$ cat src/rtl/mips_isa_pkg.sv
// Shared MIPS ISA constants for the program loader and the main decoder:
// mnemonic codes, opcode/funct literals, loader FSM states and field packers.
package mips_isa_pkg;

  localparam logic [4:0] MN_SLL  = 5'd0;
  localparam logic [4:0] MN_SRL  = 5'd1;
  localparam logic [4:0] MN_JR   = 5'd2;
  localparam logic [4:0] MN_MULT = 5'd3;
  localparam logic [4:0] MN_ADD  = 5'd4;
  localparam logic [4:0] MN_SUB  = 5'd5;
  localparam logic [4:0] MN_AND  = 5'd6;
  localparam logic [4:0] MN_OR   = 5'd7;
  localparam logic [4:0] MN_XOR  = 5'd8;
  localparam logic [4:0] MN_NOR  = 5'd9;
  localparam logic [4:0] MN_SLT  = 5'd10;
  localparam logic [4:0] MN_BEQ  = 5'd11;
  localparam logic [4:0] MN_BNE  = 5'd12;
  localparam logic [4:0] MN_BLT  = 5'd13;
  localparam logic [4:0] MN_BGT  = 5'd14;
  localparam logic [4:0] MN_ADDI = 5'd15;
  localparam logic [4:0] MN_SLTI = 5'd16;
  localparam logic [4:0] MN_ANDI = 5'd17;
  localparam logic [4:0] MN_ORI  = 5'd18;
  localparam logic [4:0] MN_XORI = 5'd19;
  localparam logic [4:0] MN_LW   = 5'd20;
  localparam logic [4:0] MN_SW   = 5'd21;
  localparam logic [4:0] MN_J    = 5'd22;

  localparam logic [5:0] OP_RTYPE = 6'h00;
  localparam logic [5:0] OP_J     = 6'h02;
  localparam logic [5:0] OP_BEQ   = 6'h04;
  localparam logic [5:0] OP_BNE   = 6'h05;
  localparam logic [5:0] OP_BLT   = 6'h06;
  localparam logic [5:0] OP_BGT   = 6'h07;
  localparam logic [5:0] OP_ADDI  = 6'h08;
  localparam logic [5:0] OP_SLTI  = 6'h0A;
  localparam logic [5:0] OP_ANDI  = 6'h0C;
  localparam logic [5:0] OP_ORI   = 6'h0D;
  localparam logic [5:0] OP_XORI  = 6'h0E;
  localparam logic [5:0] OP_LW    = 6'h23;
  localparam logic [5:0] OP_SW    = 6'h2B;

  localparam logic [5:0] FN_SLL  = 6'h00;
  localparam logic [5:0] FN_SRL  = 6'h02;
  localparam logic [5:0] FN_JR   = 6'h08;
  localparam logic [5:0] FN_MULT = 6'h18;
  localparam logic [5:0] FN_ADD  = 6'h20;
  localparam logic [5:0] FN_SUB  = 6'h22;
  localparam logic [5:0] FN_AND  = 6'h24;
  localparam logic [5:0] FN_OR   = 6'h25;
  localparam logic [5:0] FN_XOR  = 6'h26;
  localparam logic [5:0] FN_NOR  = 6'h27;
  localparam logic [5:0] FN_SLT  = 6'h2A;

  typedef enum logic [1:0] {
    ST_IDLE,
    ST_LOAD,
    ST_WRITE,
    ST_DONE
  } load_state_t;

  function automatic logic [31:0] enc_r(input logic [5:0] funct, input logic [4:0] rs,
                                        input logic [4:0] rt, input logic [4:0] rd,
                                        input logic [4:0] shamt);
    return {OP_RTYPE, rs, rt, rd, shamt, funct};
  endfunction

  function automatic logic [31:0] enc_i(input logic [5:0] op, input logic [4:0] rs,
                                        input logic [4:0] rt, input logic [15:0] imm);
    return {op, rs, rt, imm};
  endfunction

  function automatic logic [31:0] enc_j(input logic [25:0] target);
    return {OP_J, target};
  endfunction

endpackage

$ cat src/rtl/instr_loader_if.sv
// Symbolic-instruction stream plus instruction-memory write port of the loader.
// The loader sits on the slave side; the feeding bench or boot controller is the master.
interface instr_loader_if #(
  parameter int ADDR_W = 6
);
  logic              in_valid;
  logic              in_ready;
  logic [4:0]        in_mnem;
  logic [4:0]        in_rs;
  logic [4:0]        in_rt;
  logic [4:0]        in_rd;
  logic [4:0]        in_shamt;
  logic [15:0]       in_imm;
  logic [25:0]       in_target;
  logic              in_last;
  logic              imem_we;
  logic [ADDR_W-1:0] imem_addr;
  logic [31:0]       imem_wdata;
  logic              imem_ready;

  modport master (
    output in_valid, in_mnem, in_rs, in_rt, in_rd, in_shamt, in_imm, in_target, in_last,
    output imem_ready,
    input  in_ready, imem_we, imem_addr, imem_wdata
  );

  modport slave (
    input  in_valid, in_mnem, in_rs, in_rt, in_rd, in_shamt, in_imm, in_target, in_last,
    input  imem_ready,
    output in_ready, imem_we, imem_addr, imem_wdata
  );
endinterface

$ cat src/rtl/instr_encoder.sv
// Combinational mnemonic-plus-fields to 32-bit MIPS word packer.
// Codes outside the instruction table come back with legal=0 and a zero word.
module instr_encoder
  import mips_isa_pkg::*;
(
  input  logic [4:0]  mnem,
  input  logic [4:0]  rs,
  input  logic [4:0]  rt,
  input  logic [4:0]  rd,
  input  logic [4:0]  shamt,
  input  logic [15:0] imm,
  input  logic [25:0] target,
  output logic [31:0] word,
  output logic        legal
);

  // Shifts ignore rs, jr keeps only rs, mult drops rd and shamt.
  always_comb begin
    word  = 32'h0;
    legal = 1'b1;
    case (mnem)
      MN_SLL:  word = enc_r(FN_SLL, 5'd0, rt, rd, shamt);
      MN_SRL:  word = enc_r(FN_SRL, 5'd0, rt, rd, shamt);
      MN_JR:   word = enc_r(FN_JR, rs, 5'd0, 5'd0, 5'd0);
      MN_MULT: word = enc_r(FN_MULT, rs, rt, 5'd0, 5'd0);
      MN_ADD:  word = enc_r(FN_ADD, rs, rt, rd, shamt);
      MN_SUB:  word = enc_r(FN_SUB, rs, rt, rd, shamt);
      MN_AND:  word = enc_r(FN_AND, rs, rt, rd, shamt);
      MN_OR:   word = enc_r(FN_OR, rs, rt, rd, shamt);
      MN_XOR:  word = enc_r(FN_XOR, rs, rt, rd, shamt);
      MN_NOR:  word = enc_r(FN_NOR, rs, rt, rd, shamt);
      MN_SLT:  word = enc_r(FN_SLT, rs, rt, rd, shamt);
      MN_BEQ:  word = enc_i(OP_BEQ, rs, rt, imm);
      MN_BNE:  word = enc_i(OP_BNE, rs, rt, imm);
      MN_BLT:  word = enc_i(OP_BLT, rs, rt, imm);
      MN_BGT:  word = enc_i(OP_BGT, rs, rt, imm);
      MN_ADDI: word = enc_i(OP_ADDI, rs, rt, imm);
      MN_SLTI: word = enc_i(OP_SLTI, rs, rt, imm);
      MN_ANDI: word = enc_i(OP_ANDI, rs, rt, imm);
      MN_ORI:  word = enc_i(OP_ORI, rs, rt, imm);
      MN_XORI: word = enc_i(OP_XORI, rs, rt, imm);
      MN_LW:   word = enc_i(OP_LW, rs, rt, imm);
      MN_SW:   word = enc_i(OP_SW, rs, rt, imm);
      MN_J:    word = enc_j(target);
      default: legal = 1'b0;
    endcase
  end

endmodule

$ cat src/rtl/instr_loader.sv
// Program-load engine: encodes streamed symbolic instructions and writes them
// to consecutive instruction-memory words until the last one or capacity.
module instr_loader
  import mips_isa_pkg::*;
#(
  parameter int ADDR_W = 6
) (
  input  logic              clk,
  input  logic              rst_n,
  input  logic              start,
  instr_loader_if.slave     bus,
  output logic              busy,
  output logic              done,
  output logic              err,
  output logic              full,
  output logic [ADDR_W:0]   count
);

  localparam logic [ADDR_W:0] CAPACITY = {1'b1, {ADDR_W{1'b0}}};

  load_state_t       state;
  logic              last_q;
  logic [31:0]       enc_word;
  logic              enc_legal;
  logic [ADDR_W:0]   count_next;

  instr_encoder u_encoder (
    .mnem   (bus.in_mnem),
    .rs     (bus.in_rs),
    .rt     (bus.in_rt),
    .rd     (bus.in_rd),
    .shamt  (bus.in_shamt),
    .imm    (bus.in_imm),
    .target (bus.in_target),
    .word   (enc_word),
    .legal  (enc_legal)
  );

  assign count_next = count + 1'b1;

  // imem_addr doubles as the write pointer; all outputs are registered with the state.
  always_ff @(posedge clk or negedge rst_n) begin
    if (!rst_n) begin
      state          <= ST_IDLE;
      last_q         <= 1'b0;
      bus.in_ready   <= 1'b0;
      bus.imem_we    <= 1'b0;
      bus.imem_addr  <= '0;
      bus.imem_wdata <= 32'h0;
      busy           <= 1'b0;
      done           <= 1'b0;
      err            <= 1'b0;
      full           <= 1'b0;
      count          <= '0;
    end else begin
      case (state)
        ST_IDLE, ST_DONE: begin
          if (start) begin
            state         <= ST_LOAD;
            bus.in_ready  <= 1'b1;
            bus.imem_addr <= '0;
            busy          <= 1'b1;
            done          <= 1'b0;
            err           <= 1'b0;
            full          <= 1'b0;
            count         <= '0;
          end
        end
        ST_LOAD: begin
          if (bus.in_valid) begin
            if (enc_legal) begin
              state          <= ST_WRITE;
              last_q         <= bus.in_last;
              bus.imem_wdata <= enc_word;
              bus.imem_we    <= 1'b1;
              bus.in_ready   <= 1'b0;
            end else begin
              err <= 1'b1;
              if (bus.in_last) begin
                state        <= ST_DONE;
                bus.in_ready <= 1'b0;
                busy         <= 1'b0;
                done         <= 1'b1;
              end
            end
          end
        end
        ST_WRITE: begin
          if (bus.imem_ready) begin
            bus.imem_we   <= 1'b0;
            bus.imem_addr <= bus.imem_addr + 1'b1;
            count         <= count_next;
            if (last_q || (count_next == CAPACITY)) begin
              state <= ST_DONE;
              busy  <= 1'b0;
              done  <= 1'b1;
              full  <= (count_next == CAPACITY);
            end else begin
              state        <= ST_LOAD;
              bus.in_ready <= 1'b1;
            end
          end
        end
        default: state <= ST_IDLE;
      endcase
    end
  end

endmodule

$ cat src/flat_wrapper.sv
// flat-port wrapper written by rule: the top's interface ports become plain ports
module instr_loader_flat import mips_isa_pkg::*;
#(
  parameter int ADDR_W = 6
)
  (clk, rst_n, start, busy, done, err, full, count, bus_in_valid, bus_in_mnem, bus_in_rs, bus_in_rt, bus_in_rd, bus_in_shamt, bus_in_imm, bus_in_target, bus_in_last, bus_imem_ready, bus_in_ready, bus_imem_we, bus_imem_addr, bus_imem_wdata);
  instr_loader_if #(.ADDR_W(ADDR_W)) bus_i ();
  input  logic clk;
  input  logic rst_n;
  input  logic start;
  output logic busy;
  output logic done;
  output logic err;
  output logic full;
  output logic [ADDR_W:0] count;
  input wire logic [$bits(bus_i.in_valid)-1:0] bus_in_valid;
  input wire logic [$bits(bus_i.in_mnem)-1:0] bus_in_mnem;
  input wire logic [$bits(bus_i.in_rs)-1:0] bus_in_rs;
  input wire logic [$bits(bus_i.in_rt)-1:0] bus_in_rt;
  input wire logic [$bits(bus_i.in_rd)-1:0] bus_in_rd;
  input wire logic [$bits(bus_i.in_shamt)-1:0] bus_in_shamt;
  input wire logic [$bits(bus_i.in_imm)-1:0] bus_in_imm;
  input wire logic [$bits(bus_i.in_target)-1:0] bus_in_target;
  input wire logic [$bits(bus_i.in_last)-1:0] bus_in_last;
  input wire logic [$bits(bus_i.imem_ready)-1:0] bus_imem_ready;
  output wire logic [$bits(bus_i.in_ready)-1:0] bus_in_ready;
  output wire logic [$bits(bus_i.imem_we)-1:0] bus_imem_we;
  output wire logic [$bits(bus_i.imem_addr)-1:0] bus_imem_addr;
  output wire logic [$bits(bus_i.imem_wdata)-1:0] bus_imem_wdata;
  assign bus_i.in_valid = bus_in_valid;
  assign bus_i.in_mnem = bus_in_mnem;
  assign bus_i.in_rs = bus_in_rs;
  assign bus_i.in_rt = bus_in_rt;
  assign bus_i.in_rd = bus_in_rd;
  assign bus_i.in_shamt = bus_in_shamt;
  assign bus_i.in_imm = bus_in_imm;
  assign bus_i.in_target = bus_in_target;
  assign bus_i.in_last = bus_in_last;
  assign bus_i.imem_ready = bus_imem_ready;
  assign bus_in_ready = bus_i.in_ready;
  assign bus_imem_we = bus_i.imem_we;
  assign bus_imem_addr = bus_i.imem_addr;
  assign bus_imem_wdata = bus_i.imem_wdata;
  instr_loader #(.ADDR_W(ADDR_W)) u_core (.clk(clk), .rst_n(rst_n), .start(start), .bus(bus_i), .busy(busy), .done(done), .err(err), .full(full), .count(count));
endmodule
$ cat config.mk
export PLATFORM = sky130hd
export DESIGN_NAME = instr_loader_flat
export DESIGN_NICKNAME = d
export VERILOG_FILES = /design/src/rtl/mips_isa_pkg.sv /design/src/rtl/instr_loader_if.sv /design/src/rtl/instr_encoder.sv /design/src/rtl/instr_loader.sv /design/src/flat_wrapper.sv
export SDC_FILE = /design/constraint.sdc
export NUM_CORES = 1
export LEC_CHECK = 0
export CAP_MARGIN = 20
export CORE_MARGIN = 1
export CORE_UTILIZATION = 47
export CTS_BUF_LIST = sky130_fd_sc_hd__clkbuf_16
export CTS_CLUSTER_DIAMETER = 120
export CTS_CLUSTER_SIZE = 25
export DETAILED_ROUTE_END_ITERATION = 10
export GPL_TIMING_DRIVEN = 0
export HOLD_SLACK_MARGIN = 0.1
export MAX_ROUTING_LAYER = met4
export PLACE_DENSITY = 0.9
export SYNTH_ARGS = -nofsm -noshare
export SYNTH_HDL_FRONTEND = slang
export SYNTH_HIERARCHICAL = 1
export SYNTH_SLANG_ARGS = --single-unit
$ cat constraint.sdc
create_clock -name clk -period 5.8 [get_ports clk]
set_input_delay 1.16 -clock clk [delete_from_list [all_inputs] [get_ports clk]]
set_output_delay 1.16 -clock clk [all_outputs]
set_load 0.03 [all_outputs]
==> results.json <==
{
  "dp_cells": 492,
  "grt_max_degree": 29,
  "routedWlPerCell_um": 16.9,
  "clk_latency_ns": 0.29,
  "layoutNonFillerInstCount": 500,
  "synth_area_um2": 3140,
  "cp.arrival_ns": 4.05,
  "crit_path_max_fanout": 10,
  "vias": 2891,
  "die_area_um2": 7020,
  "drv_cap": 0,
  "hpwl_um": 6420,
  "cts_setup_buffers": 0,
  "layout_commonest_cell": "clkdlybuf4s50_1",
  "yosysTopAreaCellShare_pct": 43.0,
  "synth-edff-count": 0,
  "crit_chain": "clkdlybuf4s50_1 -> buf_4 -> clkbuf_1 -> o21ai_0 -> nand3_1 -> clkbuf_1 -> mux2_2",
  "port_buffers": 123,
  "fin_hold_ws_ns": 0.507,
  "critPathMaxStageDelay_ns": 0.62,
  "preCtsSetupSlack_ns": 1.67,
  "clockBufferDepth": 2,
  "die_w_um": 83.8,
  "yosysTopAreaCell": "dfrtp_1",
  "crit_buf_inv": 4,
  "drive_gt1_share_pct": 16.3,
  "nets": 500,
  "num_rows": 29,
  "cts-hold-fix-buffers": 0,
  "grt_use_met1_pct": 27.8,
  "overflow": 0,
  "fin_ws_ns": 1.93,
  "rsz0062_at_grt": "false",
  "fin_setup_tns_ns": 0,
  "finalHoldViolations": 0,
  "p_total_mw": 1.96,
  "busiest_layer": "met2",
  "gpl.final_weighted_congestion": 0.999,
  "powerDensity_nw_per_um2": 420,
  "io_pins": 124,
  "post_cts_resized": 0,
  "worst-r2r-setup-slack_ns": 3.53,
  "layout_common_cells": "122 x clkdlybuf4s50_1, 54 x dfrtp_1, 34 x mux2_2, 17 x a22o_1, 15 x nand2_1",
  "seq_area_frac_synth_pct": 43.0,
  "min-delay-start": "u_core/bus.imem_wdata[24]",
  "routed_wl_um": 8470,
  "cts_buffers": 5,
  "drv_slew": 0,
  "p_leak_nw": 2.08,
  "run_status": "complete, no violations",
  "cts_tree": "yes",
  "first_pass_iters": 6,
  "cts-root-buf": "clkbuf_16",
  "setup_viol": 0,
  "ir_drop_mv": 0.316,
  "ys_types": 61,
  "syn_nets": 369,
  "viasPerCell": 5.78,
  "critPathKind": "in -> reg",
  "met3_usage_pct": 5.74,
  "async_reset_ff_share_pct": 100,
  "diodes": 0,
  "fin_crit_ns": 3.87,
  "start_util_pct": 49.2,
  "period_share_pct": 66.8,
  "crit_path_frequent_cell": "clkbuf_1",
  "syn_to_final_growth_pct": 48.7,
  "ant_nets": 0,
  "synth_area_leaders": "dfrtp_1 43%, mux2_2 12%, a22o_1 4.7%",
  "cp-end-kind": "register",
  "reg2reg_depth": 8,
  "cts_max_level": 2,
  "hold_depth": 1,
  "antenna_found_initial": 0,
  "clk_pin_slew_ns": 0.07,
  "clock_skew_ns": 0.00304,
  "worst_pin_slew_ns": 0.643,
  "yosys_warnings": 6,
  "startpoint": "bus_in_mnem[4]",
  "slowest_stage": "clkdlybuf4s50_1",
  "first_iter_violations": 102,
  "r2r-start": "u_core/state[0]",
  "max_freq_ghz": 0.258,
  "ys_seq_elements": 54,
  "first_global_vias": 2929,
  "cp_top_family": "buffers and inverters",
  "grtUsageMet2_pct": 43.9,
  "cts_sinks": 54,
  "path_depth": 7,
  "maxSlewHeadroom_pct": 57.2,
  "core_um2": 6390,
  "syn_inst": 291,
  "crit_required_ns": 5.97,
  "syn-mean-instance-area_um2": 10.8,
  "drc": 0,
  "synthFlopType": "dfrtp_1",
  "min_path_type": "reg -> reg",
  "grt_first_pass_wirelength_um": 13500,
  "grt_usage_pct": 25.0,
  "fp.dieH_um": 83.8,
  "critical_path.startpoint_type": "input port"
}
## area by class of cell
cell class | count | area, um2
flip-flops and latches | 54 | 1350
clock inverters | 3 | 63.8
well taps | 77 | 96.3
fillers | 438 | 1710
repair buffers | 124 | 1250
clock buffers | 5 | 125
inverters | 12 | 45.0
multi-input cells | 207 | 1630
plain buffers | 18 | 114
## routing by layer
metal | wire, um | part of all wire [%]
met1 | 3400 | 40
met4 | 176 | 2.1
met5 | 0 | 0
met2 | 4340 | 51
met3 | 549 | 6.5
## flip-flops by register name, indices dropped and copies added, names as in the netlist
register	count
u_core/bus.imem_addr	6
u_core/count	7
u_core/bus.imem_we	1
u_core/err	1
u_core/busy	1
u_core/done	1
u_core/state	2
u_core/last_q	1
u_core/bus.imem_wdata	32
u_core/bus.in_ready	1
u_core/full	1
## cell usage after synthesis, types with 3 or more instances
master,number
dfrtp_1,54
mux2_2,34
a22o_1,17
nand2_1,15
a221o_1,14
nor2_1,14
and3_1,13
inv_1,11
nand3_1,9
o21ai_0,9
clkbuf_1,6
nor2b_1,6
a21oi_1,5
buf_4,5
ha_1,5
a21o_1,4
buf_2,4
xor2_1,4
a211oi_1,3
a21boi_0,3
a32o_1,3
buf_6,3
nor3_1,3
## path summary, 6_finish.rpt
path                                                   to
worst max-delay path             u_core/bus.imem_wdata[1]
worst min-delay path            u_core/bus.imem_wdata[24]
worst max register to register            u_core/count[6]
worst min register to register  u_core/bus.imem_wdata[24]
max in group asynchronous       u_core/bus.imem_wdata[11]
min in group asynchronous             u_core/bus.in_ready
## per-stage QoR
step	util, %	cell area [um2]
after detailed placement	70.3	4490
after global routing	73.2	4680
final	73.2	4680
after floorplan	-	3140
after CTS	73.2	4680
after global placement	70.0	4470
## report_power, final
group	internal [mW]	switching, mW
Clock	0.246	0.134
Sequential	0.511	0.0862
Combinational	0.448	0.539
## logic make-up after synthesis
family	count (synthesis)	share of synthesized area (%)
AO/OA/AOI/OAI	80	21.1
XOR/XNOR	6	1.67
adder cells (fa/ha/maj)	5	1.99
buffers and inverters	30	5.05
flip-flops	54	43.0
multiplexers	37	13.3
other	1	0.119
AND/OR/NAND/NOR	78	13.8
(Power assumes the default switching activity.)
